--- src/rtl/fluid_board_input_debounce.sv ---
// Input conditioner for board sensors feeding a PIO in_port. Each bit passes through a
// 2-FF synchronizer, optional inversion and a consecutive-sample debounce filter.
module fluid_board_input_debounce #(
  parameter int                 WIDTH       = 15,
  parameter int                 CNT_W       = 16,
  parameter logic [WIDTH-1:0]   INVERT_MASK = '0
) (
  input  logic               clk,
  input  logic               reset,
  input  logic [WIDTH-1:0]   raw_in,
  input  logic [CNT_W-1:0]   debounce_cycles,
  input  logic [WIDTH-1:0]   clear_changed,
  input  logic               glitch_clr,
  output logic [WIDTH-1:0]   out_port,
  output logic [WIDTH-1:0]   change_pulse,
  output logic [WIDTH-1:0]   changed,
  output logic [15:0]        glitch_cnt
);

  logic [WIDTH-1:0] s1_q, s1_d;
  logic [WIDTH-1:0] s2_q, s2_d;
  logic [WIDTH-1:0] out_q, out_d;
  logic [WIDTH-1:0] pulse_q, pulse_d;
  logic [WIDTH-1:0] changed_q, changed_d;
  logic [CNT_W-1:0] cnt_q [WIDTH];
  logic [CNT_W-1:0] cnt_d [WIDTH];
  logic [15:0]      glitch_q, glitch_d;

  logic [WIDTH-1:0] v;
  logic [WIDTH-1:0] reject;
  logic [CNT_W-1:0] n_eff;
  logic [16:0]      glitch_sum;

  assign s1_d  = raw_in;
  assign s2_d  = s1_q;
  assign v     = s2_q ^ INVERT_MASK;
  assign n_eff = (debounce_cycles == '0) ? CNT_W'(1) : debounce_cycles;

  // Per bit the filter is STABLE when cnt is 0 and QUALIFY otherwise; cnt stays below N.
  always_comb begin
    out_d   = out_q;
    pulse_d = '0;
    reject  = '0;
    for (int i = 0; i < WIDTH; i++) begin
      cnt_d[i] = cnt_q[i];
      if (v[i] != out_q[i]) begin
        if (({1'b0, cnt_q[i]} + (CNT_W+1)'(1)) >= {1'b0, n_eff}) begin
          out_d[i]   = v[i];
          pulse_d[i] = 1'b1;
          cnt_d[i]   = '0;
        end else begin
          cnt_d[i] = cnt_q[i] + CNT_W'(1);
        end
      end else if (cnt_q[i] != '0) begin
        reject[i] = 1'b1;
        cnt_d[i]  = '0;
      end
    end
  end

  // A toggle on the same edge as a clear leaves the flag set.
  assign changed_d = (changed_q & ~clear_changed) | pulse_d;

  always_comb begin
    glitch_sum = {1'b0, glitch_q};
    for (int i = 0; i < WIDTH; i++) begin
      glitch_sum = glitch_sum + 17'(reject[i]);
    end
    if (glitch_clr) begin
      glitch_d = '0;
    end else if (glitch_sum[16]) begin
      glitch_d = 16'hFFFF;
    end else begin
      glitch_d = glitch_sum[15:0];
    end
  end

  always_ff @(posedge clk) begin
    if (reset) begin
      s1_q      <= '0;
      s2_q      <= '0;
      out_q     <= '0;
      pulse_q   <= '0;
      changed_q <= '0;
      glitch_q  <= '0;
      for (int i = 0; i < WIDTH; i++) begin
        cnt_q[i] <= '0;
      end
    end else begin
      s1_q      <= s1_d;
      s2_q      <= s2_d;
      out_q     <= out_d;
      pulse_q   <= pulse_d;
      changed_q <= changed_d;
      glitch_q  <= glitch_d;
      for (int i = 0; i < WIDTH; i++) begin
        cnt_q[i] <= cnt_d[i];
      end
    end
  end

  assign out_port     = out_q;
  assign change_pulse = pulse_q;
  assign changed      = changed_q;
  assign glitch_cnt   = glitch_q;

endmodule
--- config.mk ---
export PLATFORM = sky130hd
export DESIGN_NAME = fluid_board_input_debounce
export DESIGN_NICKNAME = d
export VERILOG_FILES = /design/src/rtl/fluid_board_input_debounce.sv
export SDC_FILE = /design/constraint.sdc
export NUM_CORES = 1
export LEC_CHECK = 0
export CAP_MARGIN = 25
export CORE_MARGIN = 4
export CORE_UTILIZATION = 50
export CTS_CLUSTER_DIAMETER = 150
export DETAILED_ROUTE_END_ITERATION = 8
export HOLD_SLACK_MARGIN = 0.03
export PLACE_DENSITY = 0.68
export SETUP_SLACK_MARGIN = 0.05
export SLEW_MARGIN = 20
export SYNTH_ARGS = -nofsm -noshare
export SYNTH_HDL_FRONTEND = slang
export SYNTH_SLANG_ARGS = --single-unit
--- constraint.sdc ---
create_clock -name clk -period 14.78 [get_ports clk]
set_input_delay 1.478 -clock clk [delete_from_list [all_inputs] [get_ports clk]]
set_output_delay 1.478 -clock clk [all_outputs]
set_load 0.01 [all_outputs]
# Word level (Yosys, flattened, before mapping)
# Memories as Yosys holds them, arrays and structs flattened.
# Index checks and enable logic that the tools add are counted.
[word_totals] reg_bits=91 ram_bits=240 inputBits=49 output_inout_bits=61 word_cells=271 memories=1
[memory_table] name="cnt_q" depth=15 word_bits=16 read_ports=15 rd_clocked_by_memory_dff=0 write_ports=15 line="25" rtl="logic [CNT_W-1:0] cnt_q [WIDTH];"
[op_classes] n_addsub=45 magnitude_cmp=15 eq_ne=15 muxes=125 bitwise=18 reduce_logical=32
[ops] cell="$mux W16" n=62
[ops] cell="$add A16 B1 Y17 const B" n=15
[ops] cell="$ge A17 B16 Y1" n=15
[ops] cell="$add A16 B1 Y16 const B" n=15
[ops] cell="$reduce_bool A16 Y1" n=15
[ops] cell="$add A17 B1 Y17" n=14
[ops] cell="$mux W1" n=63
[ops] cell="$reduce_and A2 Y1" n=15
[ops] cell="$add A16 B1 Y17" n=1
[ops] cell="$logic_not A16 Y1" n=1
[ops] cell="$and A15 B15 Y15" n=1
[ops] cell="$ne A1 B1 Y1" n=15
[ops] cell="$not A15 Y15" n=1
[ops] cell="$or A1 B1 Y1" n=15
[ops] cell="$or A15 B15 Y15" n=1
[ops] cell="$reduce_or A2 Y1" n=1

# Depth between registers and ports, before layout
# Gate-level depths: netlist of the first run.
[logic_depth] word_depth=19 depth_mapped=21

# Worst setup path after synthesis of the first run
# OpenSTA, ideal clock, no wires.
[synth_path] path_type="reg-to-reg" from="memory cnt_q[0][0]" to="register glitch_q[13] (netlist: glitch_cnt[13])" setup_time_ps=73 arrival_ps=4813 path_slack_ps=9894 stages_incl_launch_ff=21 period_less_slack_ps=4886 cell_sequence="dfxtp_1 -> inv_1 -> ha_1 -> nor4b_1 -> nand4_1 -> nor2b_1 -> fa_1 -> inv_1 -> fa_1 -> fa_1 -> inv_1 -> fa_1 -> ha_1 -> fa_1 -> a21oi_1 -> o21bai_2 -> a21oi_2 -> or4_1 -> buf_2 -> and3_1 -> nor3_2"
[synth_rtl] item="start: declaration" line="25"
[synth_rtl] item="end signal: assignment" line="95" rtl="glitch_q <= glitch_d;"
[synth_rtl] item="end: declaration" line="27" rtl="logic [15:0] glitch_q, glitch_d;"

==> results.md, run 1 <==
- The flow ran to the end, and the final reports show no timing, DRC or antenna violations.
- The overflow left after global routing is 0.
- The startpoint class of the critical path is a flip-flop.
- The register cell area after layout is 0.00663 mm^2.
- 110 I/O pins were placed.
- Counting instances, the worst hold path has a depth of 1.
- The total of max-cap violations is 0.
- After the last flow step, the layout net total stands at 2,775.
- The required arrival time at the worst endpoint is 15.21 ns.
- The worst setup path is captured at a flip-flop.
- Ranked by total cell area, the synthesized netlist is headed by sky130_fd_sc_hd__dfxtp_1, sky130_fd_sc_hd__ha_1, sky130_fd_sc_hd__nor2b_1, sky130_fd_sc_hd__xnor2_1, sky130_fd_sc_hd__xor2_1.
- In the final layout, the share of cells above drive strength 1 is 4.55%.
- Global routing used 23.6% of the available tracks.
- Dividing the detail-routed via count by the number of cells gives around 5.7.
- For this configuration, the core starts out at a cell density of 51.1%.
- The die is about 210 um wide.
- The critical path is of the reg -> reg type.
- After synthesis, the most frequently instantiated cells are sky130_fd_sc_hd__dfxtp_1, sky130_fd_sc_hd__ha_1, sky130_fd_sc_hd__nor2b_1, sky130_fd_sc_hd__nand2_1, sky130_fd_sc_hd__xnor2_1.
- No sink is reached through more buffers than the 3 on the longest clock path.
- The top cell type's share of synthesized area is 32.4%.
- Once detail routing completed, the nets flagged for antenna violations numbered 0.
- The largest single stage delay on the critical path is 0.56 ns.
- The antenna diode count is 0.
- In this run the tool buffered the top-level ports with 109 buffer cells.
- In the routed design, unresolved DRC markers number 0.
- The setup-violating endpoint count in the final report is 0.
- Compared with the post-synthesis result, the final layout area differs by 15.0%.
- The CTS H-tree depth is 2.
- Across the VDD grid, the largest voltage drop is 59.6 uV.
- In this run the cell area of the synthesized design comes to about 0.02 mm^2.
- The weighted congestion reported at the end of routability-driven placement is a little under 0.9.
- In this run, synthesis produced a sequential element count of between 300 and 400.
- TritonCTS built the clock tree.
- The synthesized instance count is 2,303.
- The capture endpoint of the worst hold path is s2_q[3]$_SDFF_PP0_.
- The placeable core area is about 0.04 mm^2.
- The root buffer cell chosen for the clock tree is sky130_fd_sc_hd__clkbuf_16.
- The number of optimization iterations in the first detailed-route pass is 7.
- The proportion of synthesized flip-flops having asynchronous set or reset is 0%.
- The hold violation count in the final report was 0.
- In this run, post-CTS repair resized a total of 0 instances.
- The final critical path time including I/O delays and setup is roughly 5.4 ns.
- The clock latency at the later pin of the worst-skew pair is 0.55 ns.
- Summed over all nets, the half-perimeter wirelength after detailed placement is 37.4 mm.
- The multi-input combinational cells in the finished layout cover a total of about 0.013 mm^2.
- The end of the worst register-to-register path is glitch_cnt[13]$_SDFF_PP0_.
- The critical path's slowest cell is sky130_fd_sc_hd__fa_1.
- The instance area after placement is roughly 0.022 mm^2.
- The Yosys warning count is 0.
- The proportion of synthesized chip area in sequential cells is 32.4%.
- The worst register-to-register path begins at cnt_q[0][32]$_SDFFE_PP0P_.
- The total negative setup slack is 0 ns.
- The mean instance size in the synthesized netlist is a little under 9 um^2.
- In this run the most critical hold path is launched from s1_q[3]$_SDFF_PP0_.
- The cell count of the worst reg-to-reg path is 19.
- The vertical die dimension is 210 um.
- Counting the buffers created by CTS gives 39.
- The synthesized design spends more area on one cell type than any other, namely sky130_fd_sc_hd__dfxtp_1.
- Clock-pin slew was measured on the worst setup and hold paths at 0.06 ns.
- The worst setup slack before clock tree synthesis is 9.40 ns.
- The number of setup buffers added after CTS is 0.
- The number of rows in the core area is 73.
- Along the worst path, the maximum fanout reaches 10.
- After layout, the worst setup slack is 9.37 ns.
- The type of the tightest min-delay check is reg -> reg.
- The synthesized design contains 0 enable-type register cells.
- The headroom to the max-slew limit is 49.9%.
- The utilization after layout is 58.7%.
- Walking the worst path, the cells encountered are inv_1 -> ha_1 -> nor4b_1 -> nand4_1 -> nor2b_1 -> fa_1 -> inv_1 -> fa_1 -> fa_1 -> inv_1 -> fa_1 -> ha_1 -> fa_1 -> a21oi_1 -> o21bai_2 -> a21oi_2 -> or4_1 -> and3_1 -> nor3_2.
- The clock tree skew after final layout is 0.0120 ns.
- The most common cell in the synthesized netlist is sky130_fd_sc_hd__dfxtp_1.
- The via count of the first global-routing pass is 16,500.
- For this run, the leading register cell type out of synthesis is sky130_fd_sc_hd__dfxtp_1.
- Across all register-to-register paths, the minimum setup slack is 9.37 ns.
- The number of nets produced by synthesis is 2,642.
- The via count is around 17,000.
- The final period utilization is 36.6%.
- The cell occurring most often along the worst timing path is sky130_fd_sc_hd__fa_1.
- The largest net degree at the start of global routing is 48.
- The first-iteration detailed-routing DRC count is around 1,100.
- After clock tree synthesis, the flow added hold-fix buffers numbering 0.
- The total number of clock tree sinks is between 300 and 400.
- Dividing the detail-routed wire length by the instance count gives about 18 um.
- The power density over the cells is 88.6 mW/mm^2.
- Wires add up to 53.5 mm.
- The initial antenna violation count is 0.
- At the worst endpoint, the arrival time is 5.84 ns.
- The slew at the pin closest to its max-slew limit is 0.750 ns.
- Setup repair after global routing left no endpoint under its margin.
- The wire length of the first global-routing pass is 85.3 mm.
- For this design the static power due to leakage is 0.0101 uW.
- The number of different library cells used by synthesis comes to 75.
- The final instance area is 0.0235 mm^2.
- Counting the fill cells in the layout gives ~3,400.
- The number of pins exceeding their max-slew limit in the final report is 0.
- The floorplan step defined a die boundary enclosing 0.0443 mm^2.
- The peak clock frequency supported by timing is approximately 180 MHz.
stage by stage:
stage	power, uW	cells	hold WS (ns)
floorplan	1040	2303	0.414
global placement	1120	2915	0.418
detailed placement	1120	2917	0.422
CTS	2100	2984	0.435
global route	2160	2987	0.460
finish	2090	2987	0.433
worst max-delay path by stage:
stage,slack [ns],depth (start not counted),endpoint,startpoint
floorplan,9.89,20,glitch_cnt[13]$_SDFF_PP0_,cnt_q[0][0]$_SDFFE_PP0P_
global placement,9.51,19,glitch_cnt[13]$_SDFF_PP0_,cnt_q[0][32]$_SDFFE_PP0P_
detailed placement,9.40,19,glitch_cnt[13]$_SDFF_PP0_,cnt_q[0][32]$_SDFFE_PP0P_
CTS,9.37,19,glitch_cnt[13]$_SDFF_PP0_,cnt_q[0][32]$_SDFFE_PP0P_
global route,8.97,19,glitch_cnt[13]$_SDFF_PP0_,cnt_q[0][32]$_SDFFE_PP0P_
finish,9.37,19,glitch_cnt[13]$_SDFF_PP0_,cnt_q[0][32]$_SDFFE_PP0P_
power breakdown:
part | switching (uW) | internal, uW | leakage (uW) | total, uW
Sequential | 10.1 | 902 | 0.00267 | 912
Combinational | 118 | 77.2 | 0.00678 | 195
Clock | 388 | 591 | 0.000641 | 979
sequential cells by signal, indices dropped and copies added, names as in the netlist:
signal        count
glitch_cnt       16
out_port         15
s2_q             15
changed          15
change_pulse     15
s1_q             15
cnt_q           240
cell families after synthesis:
kind of cell,synth area share [%]
xor gates and xnor gates,10.3
adders and majority gates,18.1
AOI/OAI and AO/OA,9.76
DFF,32.4
buffers and inverters,2.67
and+or+nand+nor,26.3
muxes,0.489
worst max-delay path: cells and delay by family (launching register included):
family                   cells  cell delay (ns)
AND/OR/NAND/NOR              6             1.24
adder cells (fa/ha/maj)      7             2.82
buffers and inverters        3             0.22
flip-flops                   1             0.36
AO/OA/AOI/OAI                3             0.65
layer usage:
layer | part of all wire, % | track usage [%] | vias up
li1 | - | - | 8476
met1 | 47 | 32.3 | 7998
met2 | 44 | 37.6 | 435
met3 | 6.0 | 4.14 | 110
met4 | 3.2 | 8.52 | 0
met5 | 0 | 0 | -
layout by cell type (no fill, tap or decap), drive strengths merged, types with 14 or more instances in the layout:
cell type,synthesis,final
a211oi,15,15
a21o,42,42
nor2,129,129
inv,101,101
nand2,179,179
nand3,121,121
clkbuf,25,55
and3,51,51
xor2,99,99
o21ai,53,53
dfxtp,331,331
xnor2,141,141
a21oi,83,83
clkdlybuf4s50,0,108
buf,12,21
nand4,90,90
nor2b,244,244
and4,14,14
ha,279,279
nor3,62,62
nor4b,16,16
nor4,45,45
and2,14,14
area by class of cell:
cell class	instances	area share, %
flip-flops and latches	331	28.1
multi-input cells	1834	56.6
clock inverters	12	0.574
repair buffers	129	5.45
well taps	525	2.79
inverters	101	1.61
clock buffers	55	4.88
Power figures use the tool's default switching activity.
==> run 2: changes to the inputs <==
Settings changed: PLACE_DENSITY 0.68 to 0.71.
Clock period 14.78 ns to 4.6 ns, I/O delays scaled along.
==> results.md, run 2 (same netlist as run 1, synthesis figures left out) <==
- The run finished, with violations left.
- The final reports fail on setup timing.
- The share of power burned in registers is 43.1%.
- The peak clock frequency supported by timing is 203 MHz.
- Counting the fill cells in the layout gives approximately 3,300.
- The total number of clock tree sinks is 331.
- After layout, the worst setup slack is -0.316 ns.
- After layout, the minimum clock period comes to 4.92 ns.
- In the layout the commonest cells are sky130_fd_sc_hd__dfxtp_1, sky130_fd_sc_hd__ha_1, sky130_fd_sc_hd__nor2b_1.
- Setup repair after global routing could not meet its margin everywhere.
- The final period utilization is 107%.
- The number of pins exceeding their max-slew limit in the final report is 0.
- The final HPWL from detailed placement is 42.8 mm.
- Relative to the synthesized area, the layout overhead comes to 23.7%.
- The critical path goes through inv_2 -> ha_4 -> nor4b_4 -> nand4_1 -> nor2b_4 -> fa_1 -> inv_2 -> fa_1 -> fa_1 -> inv_2 -> fa_1 -> ha_2 -> fa_2 -> a21oi_2 -> o21bai_2 -> a21oi_4 -> or4_4 -> clkbuf_16 -> a21oi_1.
- During I/O placement, the number of pins put on the boundary was 110.
- Data arrives at the worst endpoint at 5.38 ns.
- The switching portion of total power is 25.2%.
- The slew at the pin closest to its max-slew limit is 1.05 ns.
- The initial antenna violation count is 0.
- The gate family responsible for the most delay along the worst path is adder cells.
- In the final layout, flip-flops and latches occupy 0.00664 mm^2.
- The detailed router placed 18,100 vias in this run.
- In this run, the number of DRC markers left after iteration 0 of detailed routing was 969.
- Once layout is complete, the cells apart from fillers number between 3,000 and 4,000.
- The final hold slack is about 0.30 ns.
- The clock tree from TritonCTS is done.
- The startpoint of the lowest-slack hold path is reset.
- The layout net count is 2,969.
- The post-detailed-route via-to-cell ratio is 5.67.
- The initial utilization of the core area, before any placement, comes to about half.
- The worst hold path belongs to the class in -> reg.
- The clock tree skew after final layout is 0.0141 ns.
- In the routed design, unresolved DRC markers number 0.
- The critical path start-end classification is reg -> reg.
- The critical register-to-register path startpoint is cnt_q[0][1]$_SDFFE_PP0P_.
- For the worst setup path, the data required time is a little over 5 ns.
- The H-tree generated during clock tree synthesis spans 2 levels.
- The end of the worst register-to-register path is glitch_cnt[4]$_SDFF_PP0_.
- The number of rows in the core area is 73.
- The longest clock path from root to sink contains 3 buffers.
- The hold violation count in the final report is 0.
- The total of max-cap violations is 0.
- The chip width is 210 um.
- The power density over the cells is 268 mW/mm^2.
- The library cell used most frequently in the layout, excluding fill and tap cells, is sky130_fd_sc_hd__dfxtp_1.
- For hold timing, the worst endpoint is s1_q[8]$_SDFF_PP0_.
- The first global-routing pass estimated 92.8 mm of wire.
- The worst stage delay on the critical path is 0.56 ns.
- The net switching power figure is 1710 uW.
- The post-route antenna net violation count is 0.
- The vertical die dimension is 210 um.
- In this run, post-CTS hold repair placed 0 buffers.
- The total detailed-routing wirelength is 58.5 mm.
- The fraction of layout instances using a drive strength above 1 is 14.0%.
- The internal power contribution is 5070 uW.
- The critical path's slowest cell is sky130_fd_sc_hd__fa_1.
- Timing analysis after detailed placement gives a worst setup slack of -0.348 ns.
- The analysis attributes to cell leakage a power of ~0.011 uW.
- The total negative setup slack is -4.06 ns.
- The setup-violating endpoint count in the final report is 16.
- Together, buffers and inverters on the worst path number 4.
- Counting the buffers created by CTS gives 39.
- Summing all multi-input logic gate instances after layout gives approximately 0.014 mm^2.
- STA classifies the critical path startpoint as a flip-flop.
- The clock tree root buffer cell is sky130_fd_sc_hd__clkbuf_16.
- The later pin in the worst-skew pair is clocked with a latency of ~0.56 ns.
- More flip-flops sit in one register than any other, and that register is cnt_q.
- After detailed routing, the average wire length per cell comes to between 15 and 20 um.
- The count of port buffers added during placement is 109.
- The via count of the first global-routing pass came to 18,300.
- The placeable core area is 0.0401 mm^2.
- The cell that appears most often on the critical path is sky130_fd_sc_hd__fa_1.
- The worst setup slack for register-to-register paths is -0.32 ns.
- The overflow left after global routing is 0.
- VDD sags by at most 239 uV.
- Entering global routing, the biggest net connects 28 pins.
- The flip-flop count of the largest register, all copies and words added is 240.
- The headroom to the max-slew limit is 30.1%.
- The number of cells in the design after placement is roughly 3,000.
- The congestion estimate from routability-driven global placement came to 0.911.
- The number of optimization iterations in the first detailed-route pass is 5.
- In this run the worst path has a maximum fanout of 6.
- The clock edge transition at the registers on the reported setup and hold paths is 0.06 ns.
- The cell count of the worst reg-to-reg path is 19.
- The combinational share of power is about a tenth.
- The overall die area is approximately 0.044 mm^2.
- In this run, the clock network consumes 46.4% of the power.
- The worst hold path was traced through 2 stages.
- The global-route usage over all layers is 25.7%.
- The critical path capture point type is a flip-flop.
run 2: changes by cell type in the layout (fill, tap and decap cells not counted), sizes merged:
cell | previous run | this run
bufinv | 3 | 2
diode | 0 | 1
clkinvlp | 0 | 5
buf | 21 | 214
run 2: power groups by stage:
stage / clock [uW] / combinational (uW) / sequential (uW)
finish: 3140 / 712 / 2920
global route: 3310 / 786 / 2930
CTS: 3190 / 700 / 2920
detailed placement: 0 / 664 / 2990
global placement: 0 / 638 / 2990
floorplan: 0 / 365 / 2980
run 2: what timing repair did:
action	4_1_cts	5_1_grt
gates resized for setup	21	39
setup buffers	30	3
endpoints found under the setup margin	16	18
pin swaps	6	18
cloned	0	1
run 2: final cells by class:
class / instances / share of cell area [%]
Sequential cell: 331 / 26.2
Inverter: 101 / 1.50
Clock buffer: 54 / 4.56
Clock inverter: 16 / 0.578
Multi-Input combinational cell: 1834 / 53.7
Timing Repair Buffer: 323 / 10.9
Antenna cell: 1 / 0.00988
Tap cell: 525 / 2.59
run 2: routing by layer:
layer	vias up	track usage (%)	share of wire, %
li1	8868	-	-
met1	8586	32.4	44
met2	474	43.8	47
met3	137	4.76	5.4
met4	0	9.86	3.6
met5	-	0	0
run 2: worst max path at each step:
stage / endpoint / cells after the start / slack, ns / from
2_1_floorplan: glitch_cnt[13]$_SDFF_PP0_ / 21 / -0.05 / cnt_q[1][96]$_SDFFE_PP0P_
3_3_place_gp: glitch_cnt[10]$_SDFF_PP0_ / 20 / -0.18 / cnt_q[1][41]$_SDFFE_PP0P_
3_5_place_dp: glitch_cnt[11]$_SDFF_PP0_ / 20 / -0.35 / cnt_q[1][33]$_SDFFE_PP0P_
4_1_cts: glitch_cnt[8]$_SDFF_PP0_ / 20 / -0.24 / cnt_q[0][1]$_SDFFE_PP0P_
5_1_grt: glitch_cnt[10]$_SDFF_PP0_ / 20 / -0.48 / cnt_q[0][33]$_SDFFE_PP0P_
6_report: glitch_cnt[4]$_SDFF_PP0_ / 19 / -0.32 / cnt_q[0][1]$_SDFFE_PP0P_
run 2: per-stage QoR:
stage / utilization, % / area (um^2) / total power (uW)
floorplan: - / 20500 / 3350
global placement: 58.7 / 23500 / 3620
detailed placement: 58.7 / 23500 / 3650
CTS: 62.7 / 25100 / 6810
global route: 63.2 / 25300 / 7020
finish: 63.2 / 25300 / 6780
==> run 3: changes to the inputs <==
Settings changed: CELL_PAD_IN_SITES_DETAIL_PLACEMENT from default to 0, CELL_PAD_IN_SITES_GLOBAL_PLACEMENT from default to 2, CORE_UTILIZATION 50 to 35, PLACE_DENSITY 0.71 to default, PLACE_DENSITY_LB_ADDON from default to 0.1.
==> results.md, run 3 (same netlist as run 1, synthesis figures left out) <==
- Routability-driven placement finished with a final weighted congestion of 0.855.
- The final period utilization is 105%.
- Setup repair after global routing could not meet its margin everywhere.
- The largest net degree at the start of global routing is 45.
- In this run the deepest clock path goes through 3 buffers.
- The switching portion of total power is 24.9%.
- Power spread over the standard cell area amounts to 282 mW/mm^2.
- The setup-violating endpoint count in the final report is 16.
- The CTS H-tree depth is 2.
- After detailed routing, the number of remaining DRC violations is 0.
- Subtracting the final worst setup slack from the clock period gives just under 5 ns.
- The die is 250 um tall.
- Input and output buffers added on the ports amount to 109.
- The number of pins exceeding their max-slew limit in the final report was 0.
- The count of nets left with antenna violations once routing finished came out at 0.
- For the pin with the worst max-slew slack, the measured transition is 0.990 ns.
- STA classifies the critical path endpoint as a flip-flop.
- For this configuration, the core starts out at a cell density of 35.4%.
- After global routing the overflow that remains totals 0.
- The analysis attributes to cell leakage a power of about 0.012 uW.
- The run finished, with violations left.
- The first routing iteration left 690 violations.
- Summed over all nets, the switching power comes to approximately 1800 uW.
- The fraction of layout instances using a drive strength above 1 is between 10 and 15%.
- The final instance area is roughly 0.026 mm^2.
- The number of rows in the core area is a little under 90.
- The initial antenna violation count is 1.
- Before antenna repair, the detailed router went through 5 iterations.
- The final layout contains routed wiring with a total length of just over 60 mm.
- The clock network is responsible for about 50% of the overall power.
- The global-route usage over all layers is about a fifth.
- The placeable core area is 0.0578 mm^2.
- The first global-routing pass estimated between 90 and 100 mm of wire.
- The library cells used most frequently in the layout, excluding fill and tap cells, are sky130_fd_sc_hd__dfxtp_1, sky130_fd_sc_hd__ha_1, sky130_fd_sc_hd__buf_4.
- The post-detailed-route via-to-cell ratio is 5.05.
- Combinational logic is responsible for 9.8% of the overall power.
- The final HPWL from detailed placement is 47.6 mm.
- The clock tree root buffer cell is sky130_fd_sc_hd__clkbuf_16.
- The floorplan step defined a die boundary enclosing 0.0625 mm^2.
- The worst-case setup margin in the final layout is -0.216 ns.
- The checks that failed: setup timing.
- Across the run, the number of max-cap violations was 0.
- The instance area after placement is 0.0243 mm^2.
- The clock tree from TritonCTS is done.
- Fill cells in the final layout number 5,693.
- The startpoint class of the critical path is a flip-flop.
- The I/O pin count is between 100 and 150.
- The antenna diode count is 0.
- The critical path start-end classification is reg -> reg.
- The routed length per instance is 17.8 um.
- The clock tree skew after final layout is approximately 0.024 ns.
- The layout net count is 3,007.
- Internal power comes to 5510 uW.
- Static timing analysis puts the maximum clock frequency at 208 MHz.
- In this run, post-CTS hold repair placed 0 buffers.
- The arrival time reported for the critical path endpoint is 5.31 ns.
- The leading cell type in the layout, fill and taps excluded is sky130_fd_sc_hd__dfxtp_1.
- Of all nets on the critical path, the largest fanout is 6.
- The chip width is 250 um.
- The clock net in this run drives a total of approximately 330 sinks.
- The register with the most flip-flops in the layout has 240 of them.
- In this run, CTS created clock tree buffers numbering 44.
- The headroom to the max-slew limit is 33.9%.
- The clock edge transition at the registers on the reported setup and hold paths is 0.06 ns.
- The hold violation count in the final report is 0.
- The register with the most flip-flops in the final layout is cnt_q.
- Sequential cells account for 39.8% of the total power.
- The type of the tightest min-delay check is in -> reg.
- IR analysis of the VDD net gives a maximum drop of 278 uV.
- Final hold analysis gives a worst-case slack of around 0.40 ns.
- The relative area change from synthesis to final layout is 27.0%.
- Overall power consumption after layout is estimated at 7330 uW.
- The via count is about 18,000.
- The later pin in the worst-skew pair is clocked with a latency of 0.58 ns.
- The via count of the first global-routing pass is 17,800.
- Data on the critical path is required at its endpoint by between 5 and 6 ns.
- The utilization after layout is 45.0%.
-- run 3: final timing paths --
check                           cells after the start  slack (ns)                         to                      start
worst min register to register                      1        0.43         s2_q[2]$_SDFF_PP0_         s1_q[2]$_SDFF_PP0_
worst max-delay path                               20       -0.22  glitch_cnt[10]$_SDFF_PP0_  cnt_q[1][96]$_SDFFE_PP0P_
worst max register to register                     20       -0.22  glitch_cnt[10]$_SDFF_PP0_  cnt_q[1][96]$_SDFFE_PP0P_
worst min-delay path                                2        0.40         s1_q[9]$_SDFF_PP0_                      reset
-- run 3: power groups by stage --
| stage | combinational (uW) | sequential [uW] | clock, uW |
|---|---|---|---|
| 2_1_floorplan | 365 | 2980 | 0 |
| 3_3_place_gp | 711 | 2980 | 0 |
| 3_5_place_dp | 728 | 2980 | 0 |
| 4_1_cts | 734 | 2920 | 3810 |
| 5_1_grt | 810 | 2920 | 3910 |
| 6_report | 718 | 2920 | 3690 |
-- run 3: worst max-delay path, cell delays in order (launching register included) --
cell and delay [ns]:
sky130_fd_sc_hd__dfxtp_2 0.34, sky130_fd_sc_hd__inv_2 0.03, sky130_fd_sc_hd__ha_2 0.16, sky130_fd_sc_hd__nor4b_2 0.16, sky130_fd_sc_hd__nand4_1 0.14, sky130_fd_sc_hd__nand2_2 0.09
sky130_fd_sc_hd__fa_1 0.54, sky130_fd_sc_hd__inv_1 0.06, sky130_fd_sc_hd__fa_1 0.49, sky130_fd_sc_hd__inv_2 0.06, sky130_fd_sc_hd__fa_1 0.56, sky130_fd_sc_hd__inv_2 0.07
sky130_fd_sc_hd__fa_1 0.52, sky130_fd_sc_hd__ha_2 0.20, sky130_fd_sc_hd__fa_2 0.22, sky130_fd_sc_hd__a21oi_2 0.06, sky130_fd_sc_hd__o21bai_2 0.17, sky130_fd_sc_hd__a21oi_4 0.10
sky130_fd_sc_hd__or4_4 0.46, sky130_fd_sc_hd__buf_6 0.16, sky130_fd_sc_hd__a21oi_1 0.13
-- run 3: cell type report --
cell class | count | area, um^2 | area share [%]
Multi-Input combinational cell | 1834 | 13500 | 51.8
Tap cell | 765 | 957 | 3.68
Sequential cell | 331 | 6640 | 25.5
Inverter | 101 | 379 | 1.46
Clock inverter | 14 | 219 | 0.842
Timing Repair Buffer | 356 | 2990 | 11.5
Clock buffer | 66 | 1360 | 5.21
-- run 3: timing repair --
action                                  4_1_cts  5_1_grt
pin swaps                                     6        3
gates resized for setup                      16       13
buffers inserted                              1        1
endpoints found under the setup margin       16       16
-- run 3: routing by layer --
metal | global-route usage (%) | share of wire (%)
met4 | 6.63 | 3.3
met3 | 2.78 | 3.2
met2 | 33.2 | 47
met1 | 25.1 | 46
met5 | 0 | 0.021
-- run 3: stage by stage --
stage | setup slack (ns) | TNS, ns | std cells
after floorplan | -0.0512 | -0.0512 | 2303
after global placement | -0.417 | -5.35 | 3385
after detailed placement | -0.566 | -6.82 | 3385
after CTS | -0.231 | -3.06 | 3466
after global routing | -0.447 | -6.50 | 3467
final | -0.216 | -2.83 | 3467
